<file path="src/rtl/fta_bus_pkg.sv">
// FTA bus types shared by the wide-to-narrow bridge: request/response structs for the
// 128-bit CPU side and the 32-bit device side, plus the bridge FSM state encoding.
package fta_bus_pkg;

  localparam int SWID = 128;
  localparam int MWID = 32;
  localparam int TIDW = 8;
  localparam int AW   = 32;

  typedef enum logic [1:0] {
    IDLE,
    ISSUE,
    WAIT,
    RESP
  } bridge_state_t;

  typedef struct packed {
    logic            cyc;
    logic            stb;
    logic            we;
    logic [4:0]      cmd;
    logic [1:0]      bte;
    logic [2:0]      cti;
    logic [TIDW-1:0] tid;
    logic [AW-1:0]   padr;
    logic [SWID/8-1:0] sel;
    logic [SWID-1:0] data1;
  } fta_cmd_request128_t;

  typedef struct packed {
    logic            cyc;
    logic            stb;
    logic            we;
    logic [4:0]      cmd;
    logic [1:0]      bte;
    logic [2:0]      cti;
    logic [TIDW-1:0] tid;
    logic [AW-1:0]   padr;
    logic [MWID/8-1:0] sel;
    logic [MWID-1:0] data1;
  } fta_cmd_request32_t;

  typedef struct packed {
    logic            ack;
    logic            err;
    logic            rty;
    logic            next;
    logic            stall;
    logic [SWID-1:0] dat;
    logic [TIDW-1:0] tid;
    logic [AW-1:0]   adr;
    logic [3:0]      pri;
  } fta_cmd_response128_t;

  typedef struct packed {
    logic            ack;
    logic            err;
    logic            rty;
    logic            next;
    logic            stall;
    logic [MWID-1:0] dat;
    logic [TIDW-1:0] tid;
    logic [AW-1:0]   adr;
    logic [3:0]      pri;
  } fta_cmd_response32_t;

endpackage

</file>
<file path="src/rtl/fta_respbuf.sv">
// Merges the per-channel device responses into one response stream; when several
// channels respond in the same cycle the lowest-numbered channel is taken.
module fta_respbuf
  import fta_bus_pkg::*;
#(
  parameter int CHANNELS = 2
) (
  input  fta_cmd_response32_t chresp [CHANNELS],
  output fta_cmd_response32_t respo
);

  always_comb begin
    respo = '0;
    for (int c = CHANNELS - 1; c >= 0; c--) begin
      if (chresp[c].ack || chresp[c].err || chresp[c].rty) respo = chresp[c];
    end
  end

endmodule

</file>
<file path="src/rtl/io_bridge_wide_to_narrow_fta.sv">
// Wide-to-narrow FTA I/O bridge: splits a multi-lane CPU request into sequential
// device beats and merges the lane responses back into a single CPU response.
module io_bridge_wide_to_narrow_fta
  import fta_bus_pkg::*;
#(
  parameter int WID      = SWID,
  parameter int NWID     = MWID,
  parameter int CHANNELS = 2,
  parameter int TMO      = 1023
) (
  input  logic                 clk_i,
  input  logic                 rst_i,
  input  fta_cmd_request128_t  s_req,
  output fta_cmd_response128_t s_resp,
  output fta_cmd_request32_t   m_req,
  input  fta_cmd_response32_t  chresp [CHANNELS]
);

  localparam int L   = WID / NWID;
  localparam int NB  = NWID / 8;
  localparam int LW  = (L > 1) ? $clog2(L) : 1;
  localparam int BW  = (NB > 1) ? $clog2(NB) : 1;
  localparam int AOW = $clog2(WID / 8);
  localparam int CW  = $clog2(TMO + 1);

  bridge_state_t       state, state_nx;
  fta_cmd_response32_t respo;

  logic            we_q;
  logic [4:0]      cmd_q;
  logic [1:0]      bte_q;
  logic [2:0]      cti_q;
  logic [TIDW-1:0] tid_q;
  logic [AW-1:0]   padr_q;
  logic [WID/8-1:0] sel_q;
  logic [WID-1:0]  data_q;
  logic [WID-1:0]  rdata_q;
  logic [L-1:0]    mask_q, acc_mask, enc_in;
  logic [LW-1:0]   lane_q, enc_lane;
  logic            enc_any;
  logic            err_q, rty_q;
  logic [3:0]      pri_q;
  logic [CW-1:0]   cnt_q;
  logic [NB-1:0]   lane_sel;
  logic [BW-1:0]   byte_idx;
  logic [AOW-1:0]  byte_off;
  logic            accept, hit, tmo;
  logic            unused_resp_bits;

  fta_respbuf #(.CHANNELS(CHANNELS)) u_respbuf (
    .chresp (chresp),
    .respo  (respo)
  );

  assign unused_resp_bits = ^{respo.next, respo.stall, respo.adr};

  for (genvar g = 0; g < L; g++) begin : g_mask
    assign acc_mask[g] = |s_req.sel[g*NB +: NB];
  end

  assign accept = (state == IDLE) && s_req.cyc && s_req.stb;
  assign hit    = (state == WAIT) && (respo.ack || respo.err || respo.rty) && (respo.tid == tid_q);
  assign tmo    = (cnt_q == CW'(TMO));

  // One encoder serves both acceptance (fresh mask) and lane retirement (mask minus current lane).
  always_comb begin
    enc_in = acc_mask;
    if (state != IDLE) begin
      enc_in = mask_q;
      enc_in[lane_q] = 1'b0;
    end
    enc_any  = |enc_in;
    enc_lane = '0;
    for (int k = L - 1; k >= 0; k--) begin
      if (enc_in[k]) enc_lane = LW'(k);
    end
  end

  always_comb begin
    lane_sel = sel_q[lane_q*NB +: NB];
    byte_idx = '0;
    for (int b = NB - 1; b >= 0; b--) begin
      if (lane_sel[b]) byte_idx = BW'(b);
    end
    byte_off = AOW'(lane_q * NB) + AOW'(byte_idx);
  end

  always_ff @(posedge clk_i or posedge rst_i) begin
    if (rst_i) state <= IDLE;
    else       state <= state_nx;
  end

  always_comb begin
    state_nx    = state;
    m_req       = '0;
    m_req.padr  = '1;
    s_resp      = '0;
    case (state)
      IDLE: begin
        if (accept) state_nx = (acc_mask != '0) ? ISSUE : RESP;
      end
      ISSUE, WAIT: begin
        m_req.cyc   = 1'b1;
        m_req.stb   = (state == ISSUE);
        m_req.we    = we_q;
        m_req.cmd   = cmd_q;
        m_req.bte   = bte_q;
        m_req.cti   = cti_q;
        m_req.tid   = tid_q;
        m_req.sel   = lane_sel;
        m_req.data1 = data_q[lane_q*NWID +: NWID];
        m_req.padr  = {padr_q[AW-1:AOW], byte_off};
        s_resp.stall = 1'b1;
        if (state == ISSUE) state_nx = WAIT;
        else if (hit) state_nx = (respo.err || respo.rty || !enc_any) ? RESP : ISSUE;
        else if (tmo) state_nx = RESP;
      end
      RESP: begin
        s_resp.stall = 1'b1;
        s_resp.ack   = ~err_q & ~rty_q;
        s_resp.err   = err_q;
        s_resp.rty   = rty_q;
        s_resp.tid   = tid_q;
        s_resp.adr   = padr_q;
        s_resp.pri   = pri_q;
        s_resp.dat   = rdata_q;
        state_nx     = IDLE;
      end
      default: state_nx = IDLE;
    endcase
  end

  always_ff @(posedge clk_i or posedge rst_i) begin
    if (rst_i) begin
      we_q    <= 1'b0;
      cmd_q   <= '0;
      bte_q   <= '0;
      cti_q   <= '0;
      tid_q   <= '0;
      padr_q  <= '0;
      sel_q   <= '0;
      data_q  <= '0;
      rdata_q <= '0;
      mask_q  <= '0;
      lane_q  <= '0;
      err_q   <= 1'b0;
      rty_q   <= 1'b0;
      pri_q   <= '0;
      cnt_q   <= '0;
    end else begin
      case (state)
        IDLE: begin
          if (accept) begin
            we_q    <= s_req.we;
            cmd_q   <= s_req.cmd;
            bte_q   <= s_req.bte;
            cti_q   <= s_req.cti;
            tid_q   <= s_req.tid;
            padr_q  <= s_req.padr;
            sel_q   <= s_req.sel;
            data_q  <= s_req.data1;
            rdata_q <= '0;
            mask_q  <= acc_mask;
            lane_q  <= enc_lane;
            err_q   <= 1'b0;
            rty_q   <= 1'b0;
            pri_q   <= '0;
            cnt_q   <= '0;
          end
        end
        ISSUE: cnt_q <= CW'(1);
        WAIT: begin
          // A matching response beats a timeout expiring in the same cycle.
          if (hit) begin
            if (!we_q) rdata_q[lane_q*NWID +: NWID] <= respo.dat;
            err_q  <= err_q | respo.err;
            rty_q  <= rty_q | respo.rty;
            pri_q  <= respo.pri;
            mask_q <= enc_in;
            lane_q <= enc_lane;
          end else if (tmo) begin
            err_q <= 1'b1;
          end else begin
            cnt_q <= cnt_q + 1'b1;
          end
        end
        default: ;
      endcase
    end
  end

endmodule

</file>
<file path="config.mk">
export PLATFORM = sky130hd
export DESIGN_NAME = io_bridge_wide_to_narrow_fta
export DESIGN_NICKNAME = d
export VERILOG_FILES = /design/src/rtl/fta_bus_pkg.sv /design/src/rtl/fta_respbuf.sv /design/src/rtl/io_bridge_wide_to_narrow_fta.sv
export SDC_FILE = /design/constraint.sdc
export NUM_CORES = 1
export LEC_CHECK = 0
export ABC_AREA = 1
export BUFFER_PORTS_ARGS = -buffer_cell sky130_fd_sc_hd__buf_2
export CORE_AREA = 2 2 247 249
export CTS_CLUSTER_DIAMETER = 200
export DETAILED_ROUTE_END_ITERATION = 10
export DIE_AREA = 0 0 249 251
export SKIP_CTS_REPAIR_TIMING = 1
export SLEW_MARGIN = 20
export SYNTH_ARGS = -nofsm -noshare
export SYNTH_HDL_FRONTEND = slang
export SYNTH_SLANG_ARGS = --single-unit
export TNS_END_PERCENT = 20
</file>
<file path="constraint.sdc">
create_clock -name clk_i -period 16.5 [get_ports clk_i]
set_input_delay 3.3 -clock clk_i [delete_from_list [all_inputs] [get_ports clk_i]]
set_output_delay 3.3 -clock clk_i [all_outputs]
set_load 0.01 [all_outputs]
</file>
==> run metrics <==
async set-reset flop share out of synthesis=1.00; number of synthesized flops with an enable pin=0; Syn Inst Count=2334; NumNets Final=roughly 3200; CP Data Arrival Time=between 3 and 4 ns; largest net degree at the start of global routing=about 110; CP Class=flip-flop to output port; Yosys top cell area share=0.464; Num CTS Buffers=about 40; PD cells=165 mW/mm^2; Reg clk slew, reported paths=~0.060 ns; area leader, netlist=dfrtp_1; first-pass GRT wire length=about 98 mm; number of library cell types mapped by synthesis=45; Die X=between 200 and 250 um; Synth Register Bits=~350; port bufs=~560; DR WL/cell=approximately 18 um; Core ar.=roughly 0.060 sq mm; vias in the first global route=between 15000 and 20000; DIE AREA=0.0625 sq mm; Seq/Total Area, Yosys=0.464; CP Capture Type=output port; initial antenna violation count=11; layout cells sized above 1=0.303; fin util=0.387; GRT overflow=0; Initial DRC Count=between 1000 and 1500; H-tree lvl count=2; Startpoint Class=flip-flop; clk buf depth=3; Initial Util=0.313; clk_lat worst skew=about 0.56 ns; placed cells=between 3000 and 4000; routed vias/inst=around 4.8; Root Driver=clkbuf_16; GRT Total Usage=0.202; Mean Syn Cell Area=8.02 sq um; CTS tree=done; Min Clock Period, post-route=7.23 ns; HPWL Detailed=around 45 mm; Hold Path Class=flip-flop to flip-flop; final WL=64.6 mm; Setup Viol. Count Final=0; Ports=about 630; Yosys warnings=0; # DRC=0; Detail Route Antenna Nets=0; top cells by area, synth=dfrtp_1 46%, nand2_1 12%, mux2_2 8.9%; Vias=about 17000; DR pass1 iterations=5; RSZ-0062 raised after global routing=false; Rows=90; Setup TNS=0 ns; Worst EP required=13.20 ns; Final Hold Vio Count=0; leakage power=approximately 13 nW; maxcap violations=0; Final Max Slew Viols=0; worst vdd ir=0.106 mV; worst slew pin tran=1.08 ns; Die Ht=between 200 and 300 um; Synth Cell Area=approximately 0.019 sq mm; Hold Slack=between 0.4 and 0.5 ns; Tcrit/Tclk final=0.438; routability cong.=0.847; Max Fclk=around 0.14 GHz; Setup Skew=around 0.023 ns; CTS sink cnt=about 350; Slew HR=0.278; Mapped Nets=about 2700; Area growth syn-to-layout=23.5%; Post-Layout Cell Count=3596; Crit Path Max Fanout=54; prevailing post-synth register cell=dfrtp_1; status=finished, final reports clean
[logic make-up (layout without fill, tap and decap cells)]
family                   Yosys count  in the layout  share of synthesized area
other                              1              4                   0.000200
multiplexers                     148            148                     0.0890
XOR/XNOR                           3              3                    0.00140
AO/OA/AOI/OAI                    232            232                     0.0724
buffers and inverters            455            932                      0.105
adder cells (fa/ha/maj)           11             11                    0.00735
flip-flops                       347            347                      0.464
AND/OR/NAND/NOR                 1137           1137                      0.261
[worst paths after layout]
kind,start,to,slack (ns),cells past startpoint
setup / recovery,state[0],m_req[10],9.27,8
hold / removal,rdata_q[40],rdata_q[40],0.47,2
setup reg to reg,state[1],rdata_q[112],11.73,10
hold reg to reg,rdata_q[40],rdata_q[40],0.47,2
max in group asynchronous,rst_i,rdata_q[65],11.51,4
min in group asynchronous,rst_i,data_q[103],2.83,2
[power breakdown]
part / total, mW / switching [mW] / internal, mW / leakage, nW
Sequential: 1.29 / 0.167 / 1.13 / 4.38
Clock: 0.899 / 0.367 / 0.532 / 0.643
Combinational: 1.62 / 1.06 / 0.558 / 8.17
Total: 3.81 / 1.59 / 2.21 / 13.2
[state kept, by name, summed over array words and instances, names as in the netlist, 3 cells and up]
register,count
cti_q,3
data_q,128
cmd_q,5
padr_q,32
pri_q,4
tid_q,8
cnt_q,10
rdata_q,128
mask_q,4
sel_q,16
[area by class of cell]
class	instances	area (sq um)
Multi-Input combinational cell	1532	8120
Tap cell	782	978
Inverter	285	1080
Clock inverter	11	119
Sequential cell	347	8690
Fill cell	6351	36700
Antenna cell	3	7.51
Clock buffer	57	1190
Timing Repair Buffer	579	2950
[metal layers]
metal,part of all wire,GRT usage
met5,0.0011,0
met4,0.033,0.0700
met3,0.072,0.0521
met2,0.49,0.347
met1,0.41,0.244
[cells in the final DEF, fill, tap and decap left out, drive strengths merged]
cell type	netlist	layout
dfrtp	347	347
nor2	276	276
o21ai	94	94
a32o	3	3
clkinvlp	0	1
nand3	30	30
or4	1	1
conb	1	1
o32ai	16	16
nor3b	1	1
a22o	4	4
buf	83	579
nor4	4	4
bufinv	0	2
a22oi	32	32
a32oi	1	1
or2	32	32
diode	0	3
nand2	619	619
a31oi	3	3
nand3b	1	1
nand4	137	137
ha	11	11
clkbuf	87	57
clkinv	3	9
inv	282	284
xor2	3	3
nor3	36	36
o211ai	2	2
a21oi	77	77
mux2	148	148
[synthesized netlist by cell type, drive strengths merged (32+ instances only)]
library cell  number
a21oi             77
a22oi             32
buf               83
clkbuf            87
dfrtp            347
inv              282
mux2             148
nand2            619
nand4            137
nor2             276
nor3              36
o21ai             94
or2               32
[critical path: stages (launching register included)]
cell and delay, ns:
dfrtp_1 0.50, inv_1 0.11, ha_2 0.92, inv_2 0.65, nor2_1 0.23, buf_4 0.27, o21ai_0 0.15, o32ai_1 0.28
buf_2 0.24
[stage by stage]
stage	total power [mW]	cell area, sq um	setup slack [ns]
after global routing	4.07	23100	8.95
after CTS	3.86	23100	9.14
after global placement	2.92	21800	9.21
final	3.81	23100	9.27
after detailed placement	2.94	21800	9.16
after floorplan	2.41	18700	3.58
Power figures use the tool's default switching activity.
